<file path="src/rtl/size_handler_ctrl.sv">
// Load/store size controller: word-aligned memory access with read-modify-write for sub-word stores.
// Optional SIZEH_SIGN_EXT_EN enables sign extension of ld_half/ld_byte when req_unsigned=0.
//
// state | meaning
// IDLE  | ready for a request
// RD    | memory read in flight (MEM_LAT cycles), capture on last cycle
// WR    | single-cycle memory write
// DONE  | completion pulse, err valid
module size_handler_ctrl #(
    parameter int MEM_LAT = 1
) (
    input  logic        clk,
    input  logic        reset_n,
    input  logic        req_valid,
    output logic        req_ready,
    input  logic        req_we,
    input  logic [1:0]  req_size,
    input  logic        req_unsigned,
    input  logic [31:0] req_addr,
    input  logic [31:0] req_wdata,
    output logic [31:0] mem_addr,
    output logic        mem_wr,
    output logic [31:0] mem_wdata,
    input  logic [31:0] mem_rdata,
    output logic [31:0] ld_word,
    output logic [31:0] ld_half,
    output logic [31:0] ld_byte,
    output logic [1:0]  ld_sel,
    output logic        done,
    output logic        err
);

    localparam int CW = (MEM_LAT > 1) ? $clog2(MEM_LAT) : 1;
    localparam logic [CW-1:0] CNT_LOAD = CW'(MEM_LAT - 1);

    localparam logic [1:0] SZ_WORD = 2'b00;
    localparam logic [1:0] SZ_HALF = 2'b01;
    localparam logic [1:0] SZ_RSVD = 2'b11;

    typedef enum logic [1:0] {
        IDLE = 2'b00,
        RD   = 2'b01,
        WR   = 2'b10,
        DONE = 2'b11
    } state_t;

    state_t state;
    state_t state_nxt;

    logic [CW-1:0] cnt;
    logic [1:0]    size_q;
    logic [1:0]    lane_q;
    logic          we_q;
    logic          err_q;
    logic [15:0]   wdata_q;
    logic          uns_q;

    logic          accept;
    logic          misaligned;
    logic          rd_last;
    logic [15:0]   half_raw;
    logic [7:0]    byte_raw;
    logic          half_sign;
    logic          byte_sign;
    logic [31:0]   merged;

    assign req_ready = (state == IDLE);
    assign mem_wr    = (state == WR);
    assign done      = (state == DONE);
    assign err       = done && err_q;

    assign accept  = req_valid && req_ready;
    assign rd_last = (state == RD) && (cnt == '0);

    always_comb begin
        misaligned = 1'b0;
        if (req_size == SZ_RSVD)
            misaligned = 1'b1;
        else if (req_size == SZ_WORD)
            misaligned = (req_addr[1:0] != 2'b00);
        else if (req_size == SZ_HALF)
            misaligned = req_addr[0];
    end

    always_ff @(posedge clk or negedge reset_n) begin
        if (!reset_n)
            state <= IDLE;
        else
            state <= state_nxt;
    end

    always_comb begin
        state_nxt = state;
        case (state)
            IDLE: begin
                if (accept) begin
                    if (misaligned)
                        state_nxt = DONE;
                    else if (req_we && (req_size == SZ_WORD))
                        state_nxt = WR;
                    else
                        state_nxt = RD;
                end
            end
            RD: begin
                if (rd_last)
                    state_nxt = we_q ? WR : DONE;
            end
            WR:      state_nxt = DONE;
            DONE:    state_nxt = IDLE;
            default: state_nxt = IDLE;
        endcase
    end

    // Lane extraction from the word currently on mem_rdata.
    assign half_raw = lane_q[1] ? mem_rdata[31:16] : mem_rdata[15:0];
    assign byte_raw = mem_rdata[{lane_q, 3'b000} +: 8];

`ifdef SIZEH_SIGN_EXT_EN
    assign half_sign = ~uns_q & half_raw[15];
    assign byte_sign = ~uns_q & byte_raw[7];
`else
    logic unused_uns;
    assign unused_uns = uns_q;
    assign half_sign  = 1'b0;
    assign byte_sign  = 1'b0;
`endif

    always_comb begin
        merged = mem_rdata;
        if (size_q == SZ_HALF) begin
            if (lane_q[1])
                merged[31:16] = wdata_q;
            else
                merged[15:0] = wdata_q;
        end else begin
            merged[{lane_q, 3'b000} +: 8] = wdata_q[7:0];
        end
    end

    always_ff @(posedge clk or negedge reset_n) begin
        if (!reset_n) begin
            cnt       <= '0;
            size_q    <= 2'b00;
            lane_q    <= 2'b00;
            we_q      <= 1'b0;
            err_q     <= 1'b0;
            uns_q     <= 1'b0;
            wdata_q   <= 16'h0000;
            mem_addr  <= 32'h0000_0000;
            mem_wdata <= 32'h0000_0000;
            ld_word   <= 32'h0000_0000;
            ld_half   <= 32'h0000_0000;
            ld_byte   <= 32'h0000_0000;
            ld_sel    <= 2'b00;
        end else begin
            if (accept) begin
                mem_addr <= {req_addr[31:2], 2'b00};
                size_q   <= req_size;
                lane_q   <= req_addr[1:0];
                we_q     <= req_we;
                uns_q    <= req_unsigned;
                wdata_q  <= req_wdata[15:0];
                err_q    <= misaligned;
                cnt      <= CNT_LOAD;
                // Word stores skip the read, so their data goes straight out.
                if (req_we && (req_size == SZ_WORD) && !misaligned)
                    mem_wdata <= req_wdata;
            end
            if (state == RD) begin
                if (cnt != '0) begin
                    cnt <= cnt - 1'b1;
                end else if (we_q) begin
                    mem_wdata <= merged;
                end else begin
                    ld_word <= mem_rdata;
                    ld_half <= {{16{half_sign}}, half_raw};
                    ld_byte <= {{24{byte_sign}}, byte_raw};
                    case (size_q)
                        SZ_WORD: ld_sel <= 2'd0;
                        SZ_HALF: ld_sel <= 2'd1;
                        default: ld_sel <= 2'd2;
                    endcase
                end
            end
        end
    end

endmodule
</file>
<file path="config.mk">
export PLATFORM = sky130hd
export DESIGN_NAME = size_handler_ctrl
export DESIGN_NICKNAME = d
export VERILOG_FILES = /design/src/rtl/size_handler_ctrl.sv
export SDC_FILE = /design/constraint.sdc
export NUM_CORES = 1
export LEC_CHECK = 0
export BUFFER_PORTS_ARGS = -buffer_cell sky130_fd_sc_hd__clkbuf_2
export CAP_MARGIN = 20
export CORE_ASPECT_RATIO = 0.9
export CORE_MARGIN = 1
export CORE_UTILIZATION = 45
export DETAILED_ROUTE_END_ITERATION = 7
export GPL_ROUTABILITY_DRIVEN = 0
export PLACE_DENSITY = 0.74
export SYNTH_ARGS = -nofsm -noshare
export SYNTH_HDL_FRONTEND = slang
export SYNTH_SLANG_ARGS = --single-unit
export TNS_END_PERCENT = 10
</file>
<file path="constraint.sdc">
create_clock -name clk -period 8.8 [get_ports clk]
set_clock_uncertainty 0.2 [all_clocks]
set_input_delay 1.76 -clock clk [delete_from_list [all_inputs] [get_ports clk]]
set_output_delay 1.76 -clock clk [all_outputs]
set_load 0.1 [all_outputs]
</file>
After elaboration in Yosys (flattened, before gate mapping) --
Index checks and enable logic that the tools add are counted.
Cells by class: eq/ne operators 8, multiplexer cells 23, shift-type cells 3, reduce and logical (&&, ||, !) cells 12, add/subtract/negate cells 2, bitwise gates (word level) 2
Operators with widths (number):
- two-way mux 32 bit | 6
- two-way mux 16 bit | 3
- bitwise mux 32 bit | 1
- variable shift 8 x 7 -> 32 bit, first input constant | 1
- indexed part select 32 x 6 -> 8 bit | 1
- indexed part select 8 x 7 -> 32 bit | 1
- two-way mux 2 bit | 4
- case mux 2 bit (4 select lines) | 1
- two-way mux 1 bit | 7
- negation 5 -> 7 bit | 1
- == test 2 x 1 -> 1 bit, second input constant | 3
- == test 2 bit, second input constant | 3
- logical NOT 2 bit | 3
- logical AND 1 bit | 5
- case mux 2 bit (2 select lines) | 1
- AND reduction 3 bit | 1
- inequality test 2 x 1 -> 1 bit, second input constant | 1
- inequality test 2 bit, second input constant | 1
- inverter 1 bit | 2
- AND reduction 2 bit | 1
- nonzero test 2 bit | 1
- logical NOT 1 bit | 1
- subtractor 1 bit, second input constant | 1
Storage, ports and cells: register bits 145, output and inout port bits 166, word-level logic and storage cells 63

Logic depth before layout (Yosys ltp) --
depth after elaboration 11, depth in mapped cells 10, gate-level depth less buffers 6

Worst setup path before layout --
Ideal clock, no wire load.
kind register to output, from register state[0], to output port err, buffers on the path 0, arrival time 2026 ps, cell stages (with the launch flop) 3, slack 4814 ps, path through dfrtp_1 > ha_1 > and2_1
On the way: word-level cells in the longest chain between the ends 2
Ends and longest elaborated chain:
- start: declaration | RTL line 47 | state_t state;
- start signal: assignment | RTL line 89 | state <= state_nxt;
- == test 2 bit | RTL line 69 | assign done = (state == DONE);
- via done | RTL line 29 | output logic done,
- logical AND 1 bit | RTL line 70 | assign err = done && err_q;
- end: declaration | RTL line 30 | output logic err
The timed path passes the listed nets, and every way through them passes these cells.

Worst setup path after layout --
from register lane_q[0], to register mem_wdata[16]
On the way: word-level cells in the longest chain between the ends 7, elaborated cells between the ends (all ways) 8, classes of those cells add/sub (1); shift (2); mux (5)
Ends and longest elaborated chain:
- start: declaration | RTL line 52 | logic [1:0] lane_q;
- start signal: assignment | RTL line 160 | lane_q <= req_addr[1:0];
- negation 5 -> 7 bit (*) | RTL line 137 | merged[{lane_q, 3'b000} +: 8] = wdata_q[7:0];
- indexed part select 8 x 7 -> 32 bit or variable shift 8 x 7 -> 32 bit (tied branches) | RTL line 137
- bitwise mux 32 bit (*) | RTL line 137
- two-way mux 32 bit (*) | RTL line 131 | if (size_q == SZ_HALF) begin
- two-way mux 32 bit (*) | RTL line 173 | end else if (we_q) begin
- two-way mux 32 bit (*) | RTL line 171 | if (cnt != '0) begin
- two-way mux 32 bit (*) | RTL line 170 | if (state == RD) begin
- end signal: assignment | RTL line 168 | mem_wdata <= req_wdata;
- end signal: assignment | RTL line 174 | mem_wdata <= merged;
- end: declaration | RTL line 23 | output logic [31:0] mem_wdata,
Every way passes the cells marked *; elsewhere a longest branch is shown, timed or not. A chain may end at the register's enable or synchronous reset.

==> out/qor.csv <==
metric,value,unit
Syn. warnings,0,
final setup vio count,0,
global-route wire length before repair,31.19,mm
initial core utilization,46.04,%
RSZ-0062 raised after global routing,no,
most frequent cells in the layout,"clkbuf_2, dfrtp_1, nand2_1",
post-synth top area cell,dfrtp_1,
Final period util,43.46,%
clk_lat worst skew,0.42,ns
hold_ws,0.2741,ns
DRC violations left,0,
largest net degree at the start of global routing,78,
startpoint types,flop,
initial antenna violation count,0,
CP max FO,23,
row count,43,
internal reg-to-reg setup slack,4.98,ns
library cells used by synthesis,39,
Hold EP,ld_word[17]$_DFFE_PN0P_,
vias per cell,5.318,
"Setup Fix Bufs, Post-CTS",0,
HP Class,reg2reg,
area of the mapped netlist,7109,µm²
total I/O pin count,269,
WHS Path Cells,2,
I/O Buffers,225,
GR met3 Demand/Resource,6.266,%
Slew Limit Fails,0,
final critical-path setup slack,4.975,ns
highest clock rate,0.2615,GHz
"Hold Violations, Final",0,
Placed Area,8204,µm²
initial drt markers,369,
post-DP HPWL,14.23,mm
CORE AREA,15440,µm²
hold_buf cts,0,
PostCTS Resize Cnt,0,
CP Capture Type,flop,
gr busiest metal,met2,
Critical R2R Capture,mem_wdata[16]$_DFF_PN0_,
Crit Path Class,reg2reg,
1st-pass router iterations,5,
syn avg cell area,10.04,µm²
CTS H-tree depth,4,
Synth async-reset ratio,100.0,%
Synth top area share,51.04,%
"top cells by area, synth","dfrtp_1, mux2_2, nand2_1",
register area share after synthesis,51.04,%
nets,1028,
GR Util All Layers,25.48,%
"most common cell after layout, fill and taps aside",clkbuf_2,
max-cap violation count,0,
via count,6009,
Final Cell Area,8859,µm²
reg2reg start,lane_q[0]$_DFFE_PN0N_,
Die Height,121.2,µm
Worst-path clk slew,0.06,ns
share of post-route cells with drive strength above 1,36.53,%
M2 GR Usage,38.70,%
flop and latch count out of synthesis,145,
GR Layer Usage met1,35.78,%
WP data arrival,3.96,ns
Die Width,134.5,µm
Detail Route Antenna Nets,0,
CTS tree,done,
Max clock buf depth,2,
Required @ worst endpoint,8.93,ns
Post-Route WL,20.12,mm
CTS Root Cell,clkbuf_16,
Num CTS Buffers,17,
area delta synth->final,24.60,%
setup_tns,0,ns
worst-case reg-to-reg path depth,6,
min-delay src,ld_word[17]$_DFFE_PN0P_,
Period minus WS final,3.825,ns
dpl ws,5.032,ns
worst slew pin tran,1.055,ns
Gate Count Post-Synth,708,
die footprint,16310,µm²
vias in the first global route,5706,
clock sink count,145,
grt total ovfl,0,
wire per inst,17.80,µm
Post-synth EDFFs,0,
Rel. slew slack,29.66,%
"Primary FF master, synth",dfrtp_1,
Antenna Cells,0,
status,"finished, final reports clean",
==> cell usage after synthesis (2+ instances only) <==
master    count
a31oi_1      24
nand3b_1      2
nand3_1      33
buf_4        42
a31o_2        8
mux2_2       58
buf_2         8
o21ai_0      38
inv_1        26
buf_1         5
ha_1         10
a21boi_1      2
and3_1        2
o41ai_2       2
nand2_1     139
a221oi_1     16
a21oi_1      26
dfrtp_1     145
o22ai_1      16
nor2b_1       9
nor2_1       18
clkbuf_1     31
mux2i_1      32
==> critical path, cell delays in order, from the launching register on <==
cell and delay (ns):
dfrtp_1 0.84, clkinv_1 0.54, ha_1 0.49, or3b_1 0.52
o41ai_2 0.66, a221oi_1 0.26, a31oi_1 0.22
==> routing by layer <==
metal / wire [µm] / part of all wire (%) / vias up
met3: 1622 / 8.1 / 24
met1: 8957 / 45 / 2911
li1: - / - / 2778
met2: 9179 / 46 / 296
met5: 0 / 0 / -
met4: 355 / 1.8 / 0
==> final cells by class <==
type | instances | area (µm²)
well taps | 202 | 252.7
multi-input cells | 490 | 3035
fillers | 1348 | 6583
clock inverters | 14 | 190.2
repair buffers | 234 | 1220
clock buffers | 18 | 429.2
flip-flops and latches | 145 | 3630
inverters | 27 | 101.3
==> per-stage QoR <==
step                      cells  utilization (%)
after CTS                  1128            57.14
after global placement     1096            53.13
after detailed placement   1096            53.13
after global routing       1130            57.37
final                      1130            57.37
after floorplan             749                -
==> kinds of logic (layout without fill, tap and decap cells) <==
logic type	after synthesis	count (layout)	share of synthesized area [%]
and+or+nand+nor	211	211	12.74
DFF	145	145	51.04
adders and majority gates	10	10	1.760
AOI/OAI and AO/OA	137	137	12.23
other	1	42	0.05275
buffers and inverters	114	293	8.483
muxes	90	90	13.69
==> sequential cells by signal (all words and copies together), names as in the netlist <==
signal and cells:
size_q 2, ld_half 16, we_q 1, err_q 1, ld_sel 2, state 2
mem_wdata 32, ld_byte 8, mem_addr 30, lane_q 2, wdata_q 16, cnt 1
ld_word 32
==> worst max-delay path by stage <==
stage                                      from                 endpoint  cells after the start
after floorplan            state[0]$_DFFE_PN0P_                      err                      2
after global placement    lane_q[0]$_DFFE_PN0N_  mem_wdata[22]$_DFF_PN0_                      6
after detailed placement  lane_q[0]$_DFFE_PN0N_  mem_wdata[22]$_DFF_PN0_                      6
after CTS                 lane_q[0]$_DFFE_PN0N_  mem_wdata[16]$_DFF_PN0_                      6
after global routing      lane_q[0]$_DFFE_PN0N_  mem_wdata[22]$_DFF_PN0_                      6
final                     lane_q[0]$_DFFE_PN0N_  mem_wdata[16]$_DFF_PN0_                      6
Power is left out: the tool's default activity adds up to more than one toggle a clock period on the data nets, which glitch-free logic cannot reach.
